--- src/rtl/divisor_seq_ctrl.sv ---
// -----------------------------------------------------------------------------
// divisor_seq_ctrl
//
// Iterative restoring divider controller. Computes Q = A / B and R = A % B for
// N-bit unsigned operands, one quotient bit per clock. The results are
// bit-exact with a combinational divider.
//
// Optional build macro: DIV_ZERO_FAST_EN
//   undefined : div_zero is tied to 0; B == 0 runs the full N steps and the
//               algorithm naturally produces Q = all ones, R = A.
//   defined   : B == 0 skips the N steps. done follows the accepting edge by
//               one cycle, with Q = all ones, R = A and div_zero = 1. Any
//               division with B != 0 clears div_zero when it completes.
//
// Parameters:
//   N          operand/result width in bits (N >= 2)
//
// Ports:
//   clk        system clock, rising edge
//   rst        synchronous active-high reset
//   start      division request, sampled only while idle
//   A          dividend, captured on the accepting edge
//   B          divisor, captured on the accepting edge
//   busy       high from the accepting edge until the return to idle
//   done       one-cycle completion pulse
//   Q          quotient, held until the next completion
//   R          remainder, held until the next completion
//   div_zero   divide-by-zero flag (see DIV_ZERO_FAST_EN)
//   state_dbg  current FSM state encoding (0 idle, 1 run, 2 done)
//
// Handshake: start is a request that is accepted on any rising edge where the
// block is idle (busy == 0) and start == 1. A and B are sampled on that same
// edge only. While busy == 1, start is ignored, including in the done cycle.
// done rises for exactly one cycle when the result is ready. Q, R and
// div_zero are valid from that cycle on and hold until the next completion.
// The block does not wait for an acknowledge; done is a pulse, not a level.
// -----------------------------------------------------------------------------
module divisor_seq_ctrl #(
    parameter int N = 4
) (
    input  logic         clk,
    input  logic         rst,
    input  logic         start,
    input  logic [N-1:0] A,
    input  logic [N-1:0] B,
    output logic         busy,
    output logic         done,
    output logic [N-1:0] Q,
    output logic [N-1:0] R,
    output logic         div_zero,
    output logic [1:0]   state_dbg
);

    localparam int CW = $clog2(N);

    typedef enum logic [1:0] {
        ST_IDLE = 2'd0,
        ST_RUN  = 2'd1,
        ST_DONE = 2'd2
    } state_t;

    state_t state;
    state_t state_nxt;

    // Working registers. The quotient register starts out holding the
    // dividend; its MSBs are shifted into the remainder as quotient bits are
    // shifted in at the LSB end.
    logic [N:0]    rem;
    logic [N-1:0]  quo;
    logic [N-1:0]  div;
    logic [CW-1:0] cnt;

    // One restoring step, computed combinationally from the working registers.
    logic [N:0]   rem_shift;
    logic [N:0]   rem_step;
    logic [N-1:0] quo_step;
    logic         fits;

    logic accept;
    logic last_step;
    logic zero_fast;
    logic finish;

    // -------------------------------------------------------------------------
    // Datapath step
    // -------------------------------------------------------------------------
    always_comb begin
        rem_shift = {rem[N-1:0], quo[N-1]};
        quo_step  = {quo[N-2:0], 1'b0};
        rem_step  = rem_shift;
        // The remainder carries one extra bit, so the compare against the
        // zero-extended divisor cannot overflow.
        fits      = (rem_shift >= {1'b0, div});
        if (fits) begin
            rem_step    = rem_shift - {1'b0, div};
            quo_step[0] = 1'b1;
        end
    end

    assign accept    = (state == ST_IDLE) && start;
    assign last_step = (cnt == CW'(N - 1));

`ifdef DIV_ZERO_FAST_EN
    // A zero divisor leaves on the first run edge. No step has been applied
    // yet, so quo still holds the captured dividend and becomes R.
    assign zero_fast = (div == '0);
`else
    assign zero_fast = 1'b0;
`endif

    assign finish = (state == ST_RUN) && (last_step || zero_fast);

    // -------------------------------------------------------------------------
    // FSM: state register
    // -------------------------------------------------------------------------
    always_ff @(posedge clk) begin
        if (rst) begin
            state <= ST_IDLE;
        end else begin
            state <= state_nxt;
        end
    end

    // -------------------------------------------------------------------------
    // FSM: next state
    // -------------------------------------------------------------------------
    always_comb begin
        state_nxt = state;
        case (state)
            ST_IDLE: begin
                if (accept) begin
                    state_nxt = ST_RUN;
                end
            end
            ST_RUN: begin
                if (finish) begin
                    state_nxt = ST_DONE;
                end
            end
            ST_DONE: begin
                // start is deliberately not looked at here; a held start is
                // accepted on the following idle edge instead.
                state_nxt = ST_IDLE;
            end
            default: begin
                state_nxt = ST_IDLE;
            end
        endcase
    end

    // -------------------------------------------------------------------------
    // Working registers
    // -------------------------------------------------------------------------
    always_ff @(posedge clk) begin
        if (rst) begin
            rem <= '0;
            quo <= '0;
            div <= '0;
            cnt <= '0;
        end else begin
            case (state)
                ST_IDLE: begin
                    if (start) begin
                        rem <= '0;
                        quo <= A;
                        div <= B;
                        cnt <= '0;
                    end
                end
                ST_RUN: begin
                    rem <= rem_step;
                    quo <= quo_step;
                    cnt <= cnt + 1'b1;
                end
                default: begin
                    rem <= rem;
                    quo <= quo;
                    div <= div;
                    cnt <= cnt;
                end
            endcase
        end
    end

    // -------------------------------------------------------------------------
    // Result registers: written only on the edge that enters the done state.
    // -------------------------------------------------------------------------
    always_ff @(posedge clk) begin
        if (rst) begin
            Q <= '0;
            R <= '0;
        end else if (finish) begin
            if (zero_fast) begin
                Q <= '1;
                R <= quo;
            end else begin
                Q <= quo_step;
                R <= rem_step[N-1:0];
            end
        end
    end

`ifdef DIV_ZERO_FAST_EN
    always_ff @(posedge clk) begin
        if (rst) begin
            div_zero <= 1'b0;
        end else if (finish) begin
            div_zero <= zero_fast;
        end
    end
`else
    assign div_zero = 1'b0;
`endif

    // -------------------------------------------------------------------------
    // Status outputs
    // -------------------------------------------------------------------------
    assign busy      = (state != ST_IDLE);
    assign done      = (state == ST_DONE);
    assign state_dbg = state;

endmodule

--- config.mk ---
export PLATFORM = sky130hd
export DESIGN_NAME = divisor_seq_ctrl
export DESIGN_NICKNAME = d
export VERILOG_FILES = /design/src/rtl/divisor_seq_ctrl.sv
export SDC_FILE = /design/constraint.sdc
export NUM_CORES = 1
export LEC_CHECK = 0
export CORE_ASPECT_RATIO = 0.9
export CORE_MARGIN = 2
export CORE_UTILIZATION = 56
export CTS_BUF_LIST = sky130_fd_sc_hd__clkbuf_2
export CTS_CLUSTER_SIZE = 10
export DETAILED_ROUTE_END_ITERATION = 10
export GPL_ROUTABILITY_DRIVEN = 0
export HOLD_SLACK_MARGIN = 0.12
export PLACE_DENSITY_LB_ADDON = 0.08
export RECOVER_POWER = 50
export SYNTH_ARGS = -nofsm -noshare
export SYNTH_HDL_FRONTEND = slang
export SYNTH_SLANG_ARGS = --single-unit
--- constraint.sdc ---
create_clock -name clk -period 3.29 [get_ports clk]
set_input_delay 0.658 -clock clk [delete_from_list [all_inputs] [get_ports clk]]
set_output_delay 0.658 -clock clk [all_outputs]
set_load 0.005 [all_outputs]
==> metrics.cfg <==
[yosys]
yosys_warnings = 0
ys_seq_area_share_pct = 41.69
syn_inst = 138
synthesis.area_um2 = 1152
yosys.area.top_type = dfxtp_1
synth-async-reset-ratio_pct = 0
syn_nets = 155
synth_edf_count = 0
synth_top_area_share_pct = 41.69
synth_area_leaders = dfxtp_1, nor2_1, nand2_1, ha_1, a21oi_1
ys_seq_elements = 24
ys.flop_type = dfxtp_1
avgSynthCellArea_um2 = 8.350
yosysUniqueCellTypes = 35

[power]
switching_power_uw = 168.6
p_clk_share_pct = 19.0
power_density_nw_per_um2 = 401.4
switching_share_pct = 30.22
combPwrFrac_pct = 24.3
cellInternalPower_uw = 389.3
ir_drop_uv = 367.5
pwr-share-seq_pct = 56.7
p_total_uw = 558.0
p_leak_nw = 0.5578

[clock_network]
cts_buffer_depth = 2
clkSinkCount = 24
root_buffer = clkbuf_2
cts_tree = built
cts_setup_buffers = 0
numCtsBuffers = 3
postCtsHoldBufs = 0
ctsResizeCount = 0
worstSkewPairLatency_ns = 0.33
htreeDepth = 1
clk_pin_slew_ns = 0.21

[finish]
final_common_cell = nor2_1
filler_cell_count = 154
nets = 178
syn_to_final_growth_pct = 20.63
layout_common_cells = nor2_1, dfxtp_1, clkdlybuf4s50_1, nand2_1
n_antenna_cell = 0
drive_gt1_share_pct = 7.547

[setup_path]
critPathKind = flip-flop to output pin
cp_max_fo = 7
critPathLaunchType = flip-flop
worst_ep_arrival_time_ns = 1.57
path_cells = or2_2 -> clkdlybuf4s50_1
required_ns = 2.63
cp-end-kind = output pin
cpPeakStageDelay_ns = 0.46
critPathBufInv = 1
crit_family = buffers and inverters
slowest_stage = clkdlybuf4s50_1

[place]
hpwl_mm = 1.879
port_buffers = 22

[run_status]
status = finished clean

[global_route]
grt_start_max_net_pins = 25
gr-total-overflow = 0
grt_pass1_vias = 904
grt_pass1_wl_mm = 3.760
antenna_found_initial = 0
grt_util_all_layers_pct = 21.42

[timing]
fin_skew_ns = 0.01195
min_period_over_period_pct = 67.65
relSlewSlack_pct = 44.10
max_freq_mhz = 449.3
period_minus_slack_ns = 2.226
setup_viol = 0
tightestPinTransition_ns = 0.8357
holdWs_ns = 0.4677
setup-tns-final_ns = 0
finalHoldViolations = 0
drv_slew = 0
rsz0062_at_grt = no

[detailed_routing]
wl_met3_um = 89
wl_per_cell_um = 12.88
wl_mm = 2.369
via_count = 978
dr.pass1.iters = 4
wl_met1_mm = 1.061
drt_first_iter_violations = 29
wl_met2_mm = 1.219
via_per_inst = 5.315
routed.top_layer = met3
drc_errors = 0
antenna_left = 0

[run]
max_cap_violations = 0

[die]
fp.dieW_um = 51.82
fp.dieH_um = 47.04
num_io_pins = 24
coreArea_um2 = 1933
dieArea_um2 = 2437
rows = 15
initial_core_util_pct = 59.61

[hold_path]
min_path_type = flip-flop to flip-flop

-- path summary, 6_finish.rpt --
path / startpoint / endpoint / slack [ns] / cells after the start
setup / recovery: state_dbg[1] / busy / 1.06 / 2
hold / removal: Q[1] / Q[1] / 0.47 / 2
setup reg to reg: div[2] / rem[0] / 1.28 / 7
hold reg to reg: Q[1] / Q[1] / 0.47 / 2
-- metrics by stage --
step / utilization (%) / cell area (um2) / std cells / worst slack (ns)
6_report: 71.91 / 1390 / 184 / 1.064
3_5_place_dp: 71.59 / 1384 / 181 / 1.062
3_3_place_gp: 71.59 / 1384 / 181 / 1.161
2_1_floorplan: - / 1152 / 138 / 1.655
4_1_cts: 72.36 / 1399 / 184 / 1.053
5_1_grt: 71.91 / 1390 / 184 / 1.008
-- synthesized netlist by cell type, types with 2 or more instances --
| cell | number |
|---|---|
| inv_1 | 9 |
| nand3b_1 | 2 |
| ha_1 | 5 |
| or2_2 | 2 |
| o21ai_1 | 3 |
| a211oi_2 | 2 |
| clkbuf_1 | 2 |
| mux2i_1 | 3 |
| a311oi_1 | 3 |
| nor2_1 | 26 |
| nand2_1 | 19 |
| dfxtp_1 | 24 |
| nor2b_1 | 3 |
| nand2b_1 | 2 |
| o21ai_0 | 3 |
| nand3_1 | 2 |
| a21oi_1 | 9 |
| o31ai_1 | 2 |
-- metal layers --
layer	GRT usage, %	vias up
met5	0	-
met4	4.737	0
met3	5.732	0
met2	40.26	20
met1	24.95	452
li1	-	506
-- power groups by stage --
stage	Sequential, mW	Clock [mW]	Combinational (mW)
after floorplan	0.319	0	0.104
after global placement	0.321	0	0.137
after detailed placement	0.322	0	0.142
after CTS	0.316	0.108	0.143
after global routing	0.318	0.120	0.150
final	0.316	0.106	0.136
-- cell families after synthesis --
group | synth area share (%)
simple gates | 24.76
compound gates | 17.05
flops | 41.69
buf+inv | 4.669
fa+ha+maj | 7.166
mux | 3.583
other cells | 0.3254
xor+xnor | 0.7602
-- cell type report --
type,instances,area [um2],area share [%]
Multi-Input combinational cell,101,609.3,43.83
Sequential cell,24,480.5,34.56
Timing Repair Buffer,22,220.2,15.84
Inverter,9,33.78,2.430
Tap cell,25,31.28,2.250
Clock buffer,3,15.01,1.080
-- sequential cells by signal, indices dropped and copies added, names as in the netlist --
| name | count |
|---|---|
| div | 4 |
| Q | 4 |
| rem | 4 |
| R | 4 |
| state_dbg | 2 |
| quo | 4 |
| cnt | 2 |
-- worst min-delay path, stage by stage (launching register included) --
cell and delay [ns]:
dfxtp_1 0.35, nand2_1 0.05, a21oi_1 0.05
No activity file was read; power rests on OpenSTA's default activity.
